==> src/rtl/seven_seg_pkg.sv <==
// Shared types, constants and the ASCII-to-glyph table for the scrolling seven-segment controller.
package seven_seg_pkg;

    typedef logic [7:0] seg_t;

    localparam seg_t       SEG_BLANK   = 8'hFF;
    localparam logic [7:0] ASCII_SPACE = 8'h20;

    // Glyphs are built active-high {dp,g,f,e,d,c,b,a} and inverted for the active-low pins.
    // Lower-case letters fold onto the upper-case glyphs.
    function automatic seg_t ascii_to_seg(input logic [7:0] c);
        logic [7:0] u;
        logic [7:0] on;
        u  = (c >= 8'h61 && c <= 8'h7A) ? c - 8'h20 : c;
        on = 8'h00;
        case (u)
            "0": on = 8'h3F;  "1": on = 8'h06;  "2": on = 8'h5B;  "3": on = 8'h4F;
            "4": on = 8'h66;  "5": on = 8'h6D;  "6": on = 8'h7D;  "7": on = 8'h07;
            "8": on = 8'h7F;  "9": on = 8'h6F;
            "A": on = 8'h77;  "B": on = 8'h7C;  "C": on = 8'h39;  "D": on = 8'h5E;
            "E": on = 8'h79;  "F": on = 8'h71;  "G": on = 8'h3D;  "H": on = 8'h76;
            "I": on = 8'h30;  "J": on = 8'h1E;  "K": on = 8'h75;  "L": on = 8'h38;
            "M": on = 8'h15;  "N": on = 8'h54;  "O": on = 8'h3F;  "P": on = 8'h73;
            "Q": on = 8'h67;  "R": on = 8'h50;  "S": on = 8'h6D;  "T": on = 8'h78;
            "U": on = 8'h3E;  "V": on = 8'h1C;  "W": on = 8'h2A;  "X": on = 8'h64;
            "Y": on = 8'h6E;  "Z": on = 8'h5B;
            "-": on = 8'h40;  "_": on = 8'h08;  "=": on = 8'h48;  ".": on = 8'h80;
            "'": on = 8'h02;  "\"": on = 8'h22;
            default: on = 8'h00;
        endcase
        return ~on;
    endfunction

endpackage

==> src/rtl/seven_seg_char_encoder.sv <==
// Combinational ASCII byte to active-low seven-segment glyph.
module seven_seg_char_encoder
    import seven_seg_pkg::*;
(
    input  logic [7:0] ascii,
    output seg_t       glyph
);

    assign glyph = ascii_to_seg(ascii);

endmodule

==> src/rtl/seven_seg_scroll_control.sv <==
// Multi-display seven-segment scanner with a byte-loaded, circularly scrolling message buffer.
// Optional macro SEVEN_SEG_BRIGHTNESS_EN adds a 4-bit brightness input that dims the anodes.
module seven_seg_scroll_control
    import seven_seg_pkg::*;
#(
    parameter int DISPLAYS        = 2,
    parameter int DIGITS          = 4,
    parameter int MSG_LEN         = 16,
    parameter int REFRESH_DIVISOR = 208333,
    parameter int SCROLL_DIVISOR  = 25000000
) (
    input  logic                         clk,
    input  logic                         rst_n,
`ifdef SEVEN_SEG_BRIGHTNESS_EN
    input  logic [3:0]                   brightness,
`endif
    input  logic                         wr_valid,
    input  logic [7:0]                   wr_data,
    output logic                         wr_ready,
    input  logic                         clear,
    input  logic                         scroll_en,
    output logic [DISPLAYS*DIGITS-1:0]   digit_select,
    output logic [DISPLAYS*8-1:0]        seg
);

    localparam int W     = DISPLAYS * DIGITS;
    localparam int G_W   = (W > 1) ? $clog2(W) : 1;
    localparam int K_W   = (DIGITS > 1) ? $clog2(DIGITS) : 1;
    localparam int IDX_W = (MSG_LEN > 1) ? $clog2(MSG_LEN) : 1;
    localparam int LEN_W = $clog2(MSG_LEN + 1);
    localparam int RC_W  = (REFRESH_DIVISOR > 1) ? $clog2(REFRESH_DIVISOR) : 1;
    localparam int SC_W  = (SCROLL_DIVISOR > 1) ? $clog2(SCROLL_DIVISOR) : 1;

    logic [7:0]        msg_buf [MSG_LEN];
    logic [LEN_W-1:0]  length;
    logic [IDX_W-1:0]  offset;
    logic [K_W-1:0]    scan_idx;
    logic [RC_W-1:0]   refresh_cnt;
    logic [SC_W-1:0]   scroll_cnt;

    logic              refresh_tc;
    logic              scroll_tc;
    logic              wr_fire;
    logic              scrolling;
    logic              slot_lit;

    logic [7:0]        char_sel [DISPLAYS];
    seg_t              glyph    [DISPLAYS];
    logic [W-1:0]      anode_p0;
    logic [DISPLAYS*8-1:0] seg_p0;
    logic [G_W-1:0]    g_idx;
    int                pos_i;
    int                sum_i;

    assign refresh_tc = (refresh_cnt == RC_W'(REFRESH_DIVISOR - 1));
    assign scroll_tc  = (scroll_cnt == SC_W'(SCROLL_DIVISOR - 1));
    assign wr_ready   = (length < LEN_W'(MSG_LEN)) && !clear;
    assign wr_fire    = wr_valid && wr_ready;
    assign scrolling  = (int'(length) > W);

    always_ff @(posedge clk or negedge rst_n) begin
        if (!rst_n) begin
            refresh_cnt <= '0;
            scroll_cnt  <= '0;
            scan_idx    <= '0;
            offset      <= '0;
            length      <= '0;
        end else begin
            refresh_cnt <= refresh_tc ? '0 : refresh_cnt + 1'b1;
            scroll_cnt  <= scroll_tc ? '0 : scroll_cnt + 1'b1;
            if (clear) begin
                scan_idx <= '0;
                offset   <= '0;
                length   <= '0;
            end else begin
                if (refresh_tc)
                    scan_idx <= (scan_idx == K_W'(DIGITS - 1)) ? '0 : scan_idx + 1'b1;
                // Wrap test uses the pre-write length; the read side re-applies modulo next cycle.
                if (!scrolling)
                    offset <= '0;
                else if (scroll_tc && scroll_en)
                    offset <= (int'(offset) + 1 >= int'(length)) ? '0 : offset + 1'b1;
                if (wr_fire)
                    length <= length + 1'b1;
            end
        end
    end

    always_ff @(posedge clk or negedge rst_n) begin
        if (!rst_n) begin
            for (int i = 0; i < MSG_LEN; i++) msg_buf[i] <= ASCII_SPACE;
        end else if (clear) begin
            for (int i = 0; i < MSG_LEN; i++) msg_buf[i] <= ASCII_SPACE;
        end else if (wr_fire) begin
            msg_buf[length[IDX_W-1:0]] <= wr_data;
        end
    end

    // Position p = W-1-g; offset+p < 2*length, so one conditional subtract replaces the modulo.
    always_comb begin
        pos_i = 0;
        sum_i = 0;
        for (int d = 0; d < DISPLAYS; d++) begin
            char_sel[d] = ASCII_SPACE;
            pos_i = W - 1 - (d * DIGITS + int'(scan_idx));
            sum_i = int'(offset) + pos_i;
            if (sum_i >= int'(length)) sum_i = sum_i - int'(length);
            if (scrolling)
                char_sel[d] = msg_buf[IDX_W'(sum_i)];
            else if (pos_i < int'(length))
                char_sel[d] = msg_buf[IDX_W'(pos_i)];
        end
    end

    for (genvar d = 0; d < DISPLAYS; d++) begin : g_disp
        seven_seg_char_encoder u_enc (
            .ascii (char_sel[d]),
            .glyph (glyph[d])
        );
        assign seg_p0[d*8 +: 8] = glyph[d];
    end

`ifdef SEVEN_SEG_BRIGHTNESS_EN
    logic [3:0]  bright_q;
    logic [31:0] lit_thresh;

    always_ff @(posedge clk or negedge rst_n) begin
        if (!rst_n)
            bright_q <= 4'hF;
        else if (refresh_tc)
            bright_q <= brightness;
    end

    assign lit_thresh = ((32'(bright_q) + 32'd1) * 32'(REFRESH_DIVISOR)) >> 4;
    assign slot_lit   = (32'(refresh_cnt) < lit_thresh);
`else
    assign slot_lit = 1'b1;
`endif

    always_comb begin
        anode_p0 = '1;
        g_idx    = '0;
        for (int d = 0; d < DISPLAYS; d++) begin
            g_idx           = G_W'(d * DIGITS + int'(scan_idx));
            anode_p0[g_idx] = !slot_lit;
        end
    end

    // ---- output register stage: anodes and segments move together ----
    always_ff @(posedge clk or negedge rst_n) begin
        if (!rst_n) begin
            digit_select <= '1;
            seg          <= '1;
        end else begin
            digit_select <= anode_p0;
            seg          <= seg_p0;
        end
    end

endmodule
==> config.mk <==
export PLATFORM = sky130hd
export DESIGN_NAME = seven_seg_scroll_control
export DESIGN_NICKNAME = d
export VERILOG_FILES = /design/src/rtl/seven_seg_pkg.sv /design/src/rtl/seven_seg_char_encoder.sv /design/src/rtl/seven_seg_scroll_control.sv
export SDC_FILE = /design/constraint.sdc
export NUM_CORES = 1
export LEC_CHECK = 0
export CAP_MARGIN = 20
export CORE_MARGIN = 5
export CORE_UTILIZATION = 45
export CTS_CLUSTER_SIZE = 24
export DETAILED_ROUTE_END_ITERATION = 7
export PLACE_DENSITY = 0.62
export SYNTH_ARGS = -nofsm -noshare
export SYNTH_HDL_FRONTEND = slang
export SYNTH_SLANG_ARGS = --single-unit
==> constraint.sdc <==
create_clock -name clk -period 8.2 [get_ports clk]
set_input_delay 2.05 -clock clk [delete_from_list [all_inputs] [get_ports clk]]
set_output_delay 2.05 -clock clk [all_outputs]
set_load 0.005 [all_outputs]
; ---- After elaboration in Yosys (flattened, before gate mapping)
; Memory sizes are Yosys's and may differ from the RTL's.
; Cells that the tools add are included.
; W data, S select, Z words.
[totals]
register_bits = 206
romBits = 2048
in_bits = 13
memories = 2
[op_classes]
add_sub_neg = 15
magnitude_cmp = 21
eq_ne = 4
muxes = 42
bitwise_logic = 10
n_reduce_logical = 11
[mem_list]
columns = memory, words, width, read_ports, rd_ports_with_merged_regs, wr, line_no
row1 = (name not given), 128, 8, 1, 0, 0, seven_seg_pkg.sv:16  ; case (u)
row2 = (name not given), 128, 8, 1, 0, 0, seven_seg_pkg.sv:16
[op_table]
columns = op, n
row1 = $mux W128, 2
row2 = $mux W8, 17
row3 = $bmux W8 S4, 4
row4 = $bwmux W128, 1
row5 = $add A5 B32 Y32, 1
row6 = $demux W8 S4, 1
row7 = $ge A32 B6 Y1, 1
row8 = $lt A32 B6 Y1, 1
row9 = $sub A4 B32 Y32 const A, 1
row10 = $add A25 B1 Y25 const B, 1
row11 = $eq A25 B25 Y1 const B, 1
row12 = $mux W25, 1
row13 = $mux W4, 6
row14 = $not A8 Y8, 3
row15 = $ge A4 B5 Y1 const B, 4
row16 = $add A18 B1 Y18 const B, 1
row17 = $eq A18 B18 Y1 const B, 1
row18 = $mux W18, 1
row19 = $ge A8 B7 Y1 const B, 2
row20 = $le A8 B7 Y1 const B, 2
row21 = $not A4 Y4, 4
row22 = $sub A8 B6 Y8 const B, 2
row23 = $mux W5, 2
row24 = $and A8 B8 Y8, 1
row25 = other kinds (30), 42

; ---- Logic depth before layout (Yosys ltp)
; An unclocked memory read counts as a cell.
[logic_depth]
ltp_word = 16
depth_mapped = 29
ltp_nobuf = 23

; ---- By module
; Synthesis repeated with hierarchy kept, for this count alone.
[hier_totals]
cells_unflattened = 1508
area_unflattened_um2 = 13558.0
[modules_own_cells]
columns = module, instances, cells_each, area_per_inst_um2, seq_area_each_um2
row1 = seven_seg_scroll_control, 1, 1260, 11853.9, 5099.9
row2 = seven_seg_char_encoder, 2, 124, 852.1, 0.0

; ---- Worst setup path after synthesis
; No wires, ideal clock.
[synth_timing]
path_type = reg-to-reg
from = reg scan_idx[0]
to = reg seg[8]
setup_ns = 0.087
t_arrival_ns = 6.892
setup_slack_ns = 1.221
stages_incl_launch_ff = 27
n_path_buf = 7
cell_sequence = dfrtp_1 > clkbuf_1 > clkbuf_1 > inv_1 > ha_1 > inv_1 > fa_1 > inv_1 > clkbuf_1 > ha_1 > and4_1 > a2111o_1 > a211o_1 > buf_4 > buf_6 > buf_6 > buf_6 > mux2_1 > nor2_1 > o21ai_1 > a221oi_2 > ha_1 > o21ai_1 > a32o_2 > o32a_1 > a2111oi_2 > o21ai_1
[synth_between]
elab_chain_cells = 16
elab_cells_between_ends = 25
cone_classes = add/sub: 5 / order compare: 4 / mux: 11 / bitwise: 3 / reduce/logical: 1 / memory: 1
[synth_rtl]
columns = item, line_no
row1 = start: declaration, seven_seg_scroll_control.sv:37  ; logic [K_W-1:0] scan_idx;
row2 = start signal: assignment, seven_seg_scroll_control.sv:77  ; scan_idx <= (scan_idx == K_W'(DIGITS - 1)) ? '0 : scan_idx + 1'b1;
row3 = $add A3 B2 Y4 (*), --
row4 = $sub A4 B32 Y32 (*), seven_seg_scroll_control.sv:105  ; pos_i = W - 1 - (d * DIGITS + int'(scan_idx));
row5 = $add A5 B32 Y32, seven_seg_scroll_control.sv:106  ; sum_i = int'(offset) + pos_i;
row6 = $ge A32 B6 Y1 or $sub A4 B4 Y4 (tied branches), seven_seg_scroll_control.sv:107  ; if (sum_i >= int'(length)) sum_i = sum_i - int'(length);
row7 = $mux W4, seven_seg_scroll_control.sv:107
row8 = $not A4 Y4 (not written as such), seven_seg_scroll_control.sv:109  ; char_sel[d] = msg_buf[IDX_W'(sum_i)];
row9 = $bmux W8 S4, seven_seg_scroll_control.sv:109
row10 = $mux W8 (not written as such) (2 in a row), seven_seg_scroll_control.sv:109
row11 = $mux W8 (*), seven_seg_scroll_control.sv:108  ; if (scrolling)
row12 = $ge A8 B7 Y1 or $le A8 B7 Y1 (tied branches), seven_seg_pkg.sv:14  ; u = (c >= 8'h61 && c <= 8'h7A) ? c - 8'h20 : c;
row13 = $logic_and A1 B1 Y1, seven_seg_pkg.sv:14
row14 = $mux W8 (*), seven_seg_pkg.sv:14
row15 = $mem_v2 Z128 W8, --
row16 = $mux W8 (*), seven_seg_pkg.sv:16
row17 = $not A8 Y8 (*), seven_seg_pkg.sv:31  ; return ~on;
row18 = named net g_disp[1].u_enc.glyph[0], seven_seg_char_encoder.sv:6  ; output seg_t glyph
row19 = end signal: assignment, seven_seg_scroll_control.sv:156  ; seg <= seg_p0;
row20 = end: declaration, seven_seg_scroll_control.sv:23  ; output logic [DISPLAYS*8-1:0] seg
; The timed path passes the listed nets; every way through them passes the cells marked *. The select of a mux whose other input is x is not followed.
; A chain may end at the register's enable or synchronous reset.

; ---- Worst setup path after layout
[layout_timing]
from = reg offset[0]
to = reg seg[11]
[layout_between]
elab_chain_cells = 14
elab_cells_between_ends = 17
cone_classes = add/sub: 3 / order compare: 3 / mux: 7 / bitwise: 2 / reduce/logical: 1 / memory: 1
[layout_rtl]
columns = item, line_no
row1 = start: declaration, seven_seg_scroll_control.sv:36  ; logic [IDX_W-1:0] offset;
row2 = start signal: assignment, seven_seg_scroll_control.sv:82  ; offset <= (int'(offset) + 1 >= int'(length)) ? '0 : offset + 1'b1;
row3 = $add A5 B32 Y32 (*), seven_seg_scroll_control.sv:106
row4 = $ge A32 B6 Y1 or $sub A4 B4 Y4 (tied branches), seven_seg_scroll_control.sv:107
row5 = $mux W4 (*), seven_seg_scroll_control.sv:107
row6 = $not A4 Y4 (not written as such) (*), seven_seg_scroll_control.sv:109
row7 = $bmux W8 S4 (*), seven_seg_scroll_control.sv:109
row8 = $mux W8 (not written as such) (*) (2 in a row), seven_seg_scroll_control.sv:109
row9 = $mux W8 (*), seven_seg_scroll_control.sv:108
row10 = $ge A8 B7 Y1 or $le A8 B7 Y1 (tied branches), seven_seg_pkg.sv:14
row11 = $logic_and A1 B1 Y1, seven_seg_pkg.sv:14
row12 = $mux W8 (*), seven_seg_pkg.sv:14
row13 = $mem_v2 Z128 W8, --
row14 = $mux W8 (*), seven_seg_pkg.sv:16
row15 = $not A8 Y8 (*), seven_seg_pkg.sv:31
row16 = named net g_disp[1].u_enc.glyph[3], seven_seg_char_encoder.sv:6
; Marked as above.

==> run metrics <==
CP cell instances ha_1, inv_1, fa_1, inv_1, fa_1, a21o_1, a2111oi_4, o211a_2, mux2i_1, a222oi_1, a32oi_1, and3_1, inv_1, ha_1, o21ai_1, a32o_2, o41ai_4, a31oi_1, o21a_1; cell area after layout 15,900 um^2; fmax 138 MHz; Worst setup SP type register; EDFF count, synth 0; most frequent cell after synthesis nand2_1; part of the cycle the worst path needs 88.3%; synth cell count leaders 298 x nand2_1, 175 x nand3_1, 166 x dfrtp_1; I/O Buffers 37; setup TNS 0 ps; worst-case reg-to-reg path depth 19; hold crit path type register to register; YS warnings 0; CTS-repair resized insts 0; Total Power 2400 uW; Final Critical Period 7240 ps; DRC 0; MaxCap Viol Count 0; Final Wtd Congestion 1.00; core area 31,600 um^2; Die H 189 um; hold slack 481 ps; Unique masters post-synth 89; Syn Nets 1,783; initial drt markers 1,656; worst setup path class register to register; DP Area 15,000 um^2; CTS root buffer clkbuf_16; Die X 189 um; drt total wl 48,400 um; Synth Cell Area 14,500 um^2; Pins Over Slew Limit 0; share of the synthesized area in the top cell type 28.7%; # setup viols final 0; H-tree depth 1; WP data required 8660 ps; Setup Fix Bufs, Post-CTS 0; Yosys reg bits 202; Crit path max-delay family compound AO/OA/AOI/OAI gates; Reg clk slew, reported paths 60 ps; Final Skew 10.0 ps; Die Footprint 35,900 um^2; TritonRoute pass-1 iters 5; diode count 0; Post-DP HPWL 33,500 um; Filler Cell Count 3,019; worst-path fanout max 37; Vias 13,512; Layout area overhead 9.57%; initial core utilization 45.8%; Leakage Power 0.00663 uW; area leader, netlist dfrtp_1; ys async rst share 100%; Levels on crit path 19; hold depth 1; row cnt 65; Mean Syn Cell Area 8.41 um^2; antenna-violating nets left 0; cts bufs inserted 25; Clk Latency, worst-skew pair 530 ps; wire per inst 23.0 um; CP max stage cell o211a_2; worst path bufs/invs 3; unrepaired setup endpoints after global routing false; Worst Tran Pin Value 1130 ps; Peak VDD IR 0.132 mV; drt via density 6.42; Crit path top cell by count inv_1; fraction of layout cells with a size suffix above 1 9.93%; grt ovf 0; Mapped Cells 1,722; Worst slew margin 24.4%; number of global-route vias before repair 13,050; largest net degree at the start of global routing 108; initial antenna violation count 0; CTS tree yes; fin nets 1,745; # hold bufs at CTS 0; first-pass GRT wire length 77,300 um; clock tree buffer depth 3; CP endpoint kind register; top_reg_cell synth dfrtp_1; clk sinks 202; status completed; Pwr Density 151 nW/um^2; Arr. time, crit path 7700 ps; CP max stage delay 1020 ps; sequential-to-total area share from yosys stat 35.2%; Final Hold Viols 0; Synth area leaders dfrtp_1 29%, nand2_1 7.7%, dfstp_2 6.5%; Total GRT Usage 26.6%; IO Count 38
flip-flops by register name, indices dropped and copies added (netlist names):
register and cells:
scan_idx 2, digit_select 4, refresh_cnt 18, length 5, msg_buf 128, scroll_cnt 25, seg 16, offset 4
per-stage QoR:
| stage | worst slack [ps] | cells | utilization, % |
|---|---|---|---|
| 6_report | 958 | 2104 | 50.2 |
| 5_1_grt | 267 | 2104 | 50.2 |
| 4_1_cts | 1090 | 2104 | 50.2 |
| 3_5_place_dp | 1130 | 2059 | 47.4 |
| 3_3_place_gp | 1150 | 2059 | 47.4 |
| 2_1_floorplan | 1220 | 1722 | - |
layout by cell type (no fill, tap or decap), types with 11 or more instances in the layout:
master,n
mux4_2,20
ha_1,46
a21oi_1,138
o21ai_0,65
clkdlybuf4s50_1,35
nor2b_1,12
buf_4,33
nand3_1,175
nand4_1,18
and3_1,33
mux2_2,15
inv_1,39
a22oi_1,19
dfrtp_1,166
nor3_1,15
nor2_1,110
a211oi_1,27
xnor2_1,24
xor2_1,25
o211ai_1,15
clkbuf_16,25
a32oi_1,18
mux2i_1,86
and2_1,16
dfstp_2,36
a21o_1,11
nand2_1,298
worst paths after layout:
kind / end / slack [ps] / from
min in group asynchronous: scroll_cnt[18] / 1590 / rst_n
worst max-delay path: seg[11] / 960 / offset[0]
max in group asynchronous: msg_buf[94] / 5550 / rst_n
worst max register to register: seg[11] / 960 / offset[0]
worst min register to register: scroll_cnt[4] / 480 / scroll_cnt[4]
worst min-delay path: scroll_cnt[4] / 480 / scroll_cnt[4]
metal layers:
metal,global-route usage [%],vias to the layer above,part of all wire (%),wire length (um)
met5,0,-,0,0
met4,8.24,0,3.5,1680
met3,4.39,97,8.6,4160
met2,40.6,627,44,21300
met1,39.0,6668,44,21300
li1,-,6120,-,-
logic make-up (layout without fill, tap and decap cells):
kind of cell	Yosys count	count (layout)	synth area share, %
flip-flops	202	202	35.2
adder cells (fa/ha/maj)	48	48	4.25
multiplexers	122	122	10.3
AO/OA/AOI/OAI	407	407	19.1
buffers and inverters	177	157	5.56
AND/OR/NAND/NOR	716	716	22.5
XOR/XNOR	50	50	3.15
cell type report:
| class | count | area (um^2) | share of cell area, % |
|---|---|---|---|
| multi-input combinational | 1343 | 8600 | 54.2 |
| sequential | 202 | 5100 | 32.1 |
| clock buffer | 38 | 724 | 4.56 |
| timing repair buffer | 70 | 632 | 3.98 |
| tap | 402 | 503 | 3.17 |
| clock inverter | 7 | 160 | 1.01 |
| inverter | 42 | 158 | 0.993 |
power breakdown:
part	internal (uW)	leakage [uW]	switching, uW
Combinational	54.8	0.00354	144
Sequential	1000	0.00267	8.18
Clock	761	0.000432	432
worst register-to-register path: cells and delay by family, from the launching register on:
kind                     cells  cell delay [ps]
AO/OA/AOI/OAI               10             3760
adder cells (fa/ha/maj)      4             2000
buffers and inverters        3              440
flip-flops                   1              440
multiplexers                 1              180
AND/OR/NAND/NOR              1              360
Note: power is estimated with default switching activity, not from simulation.
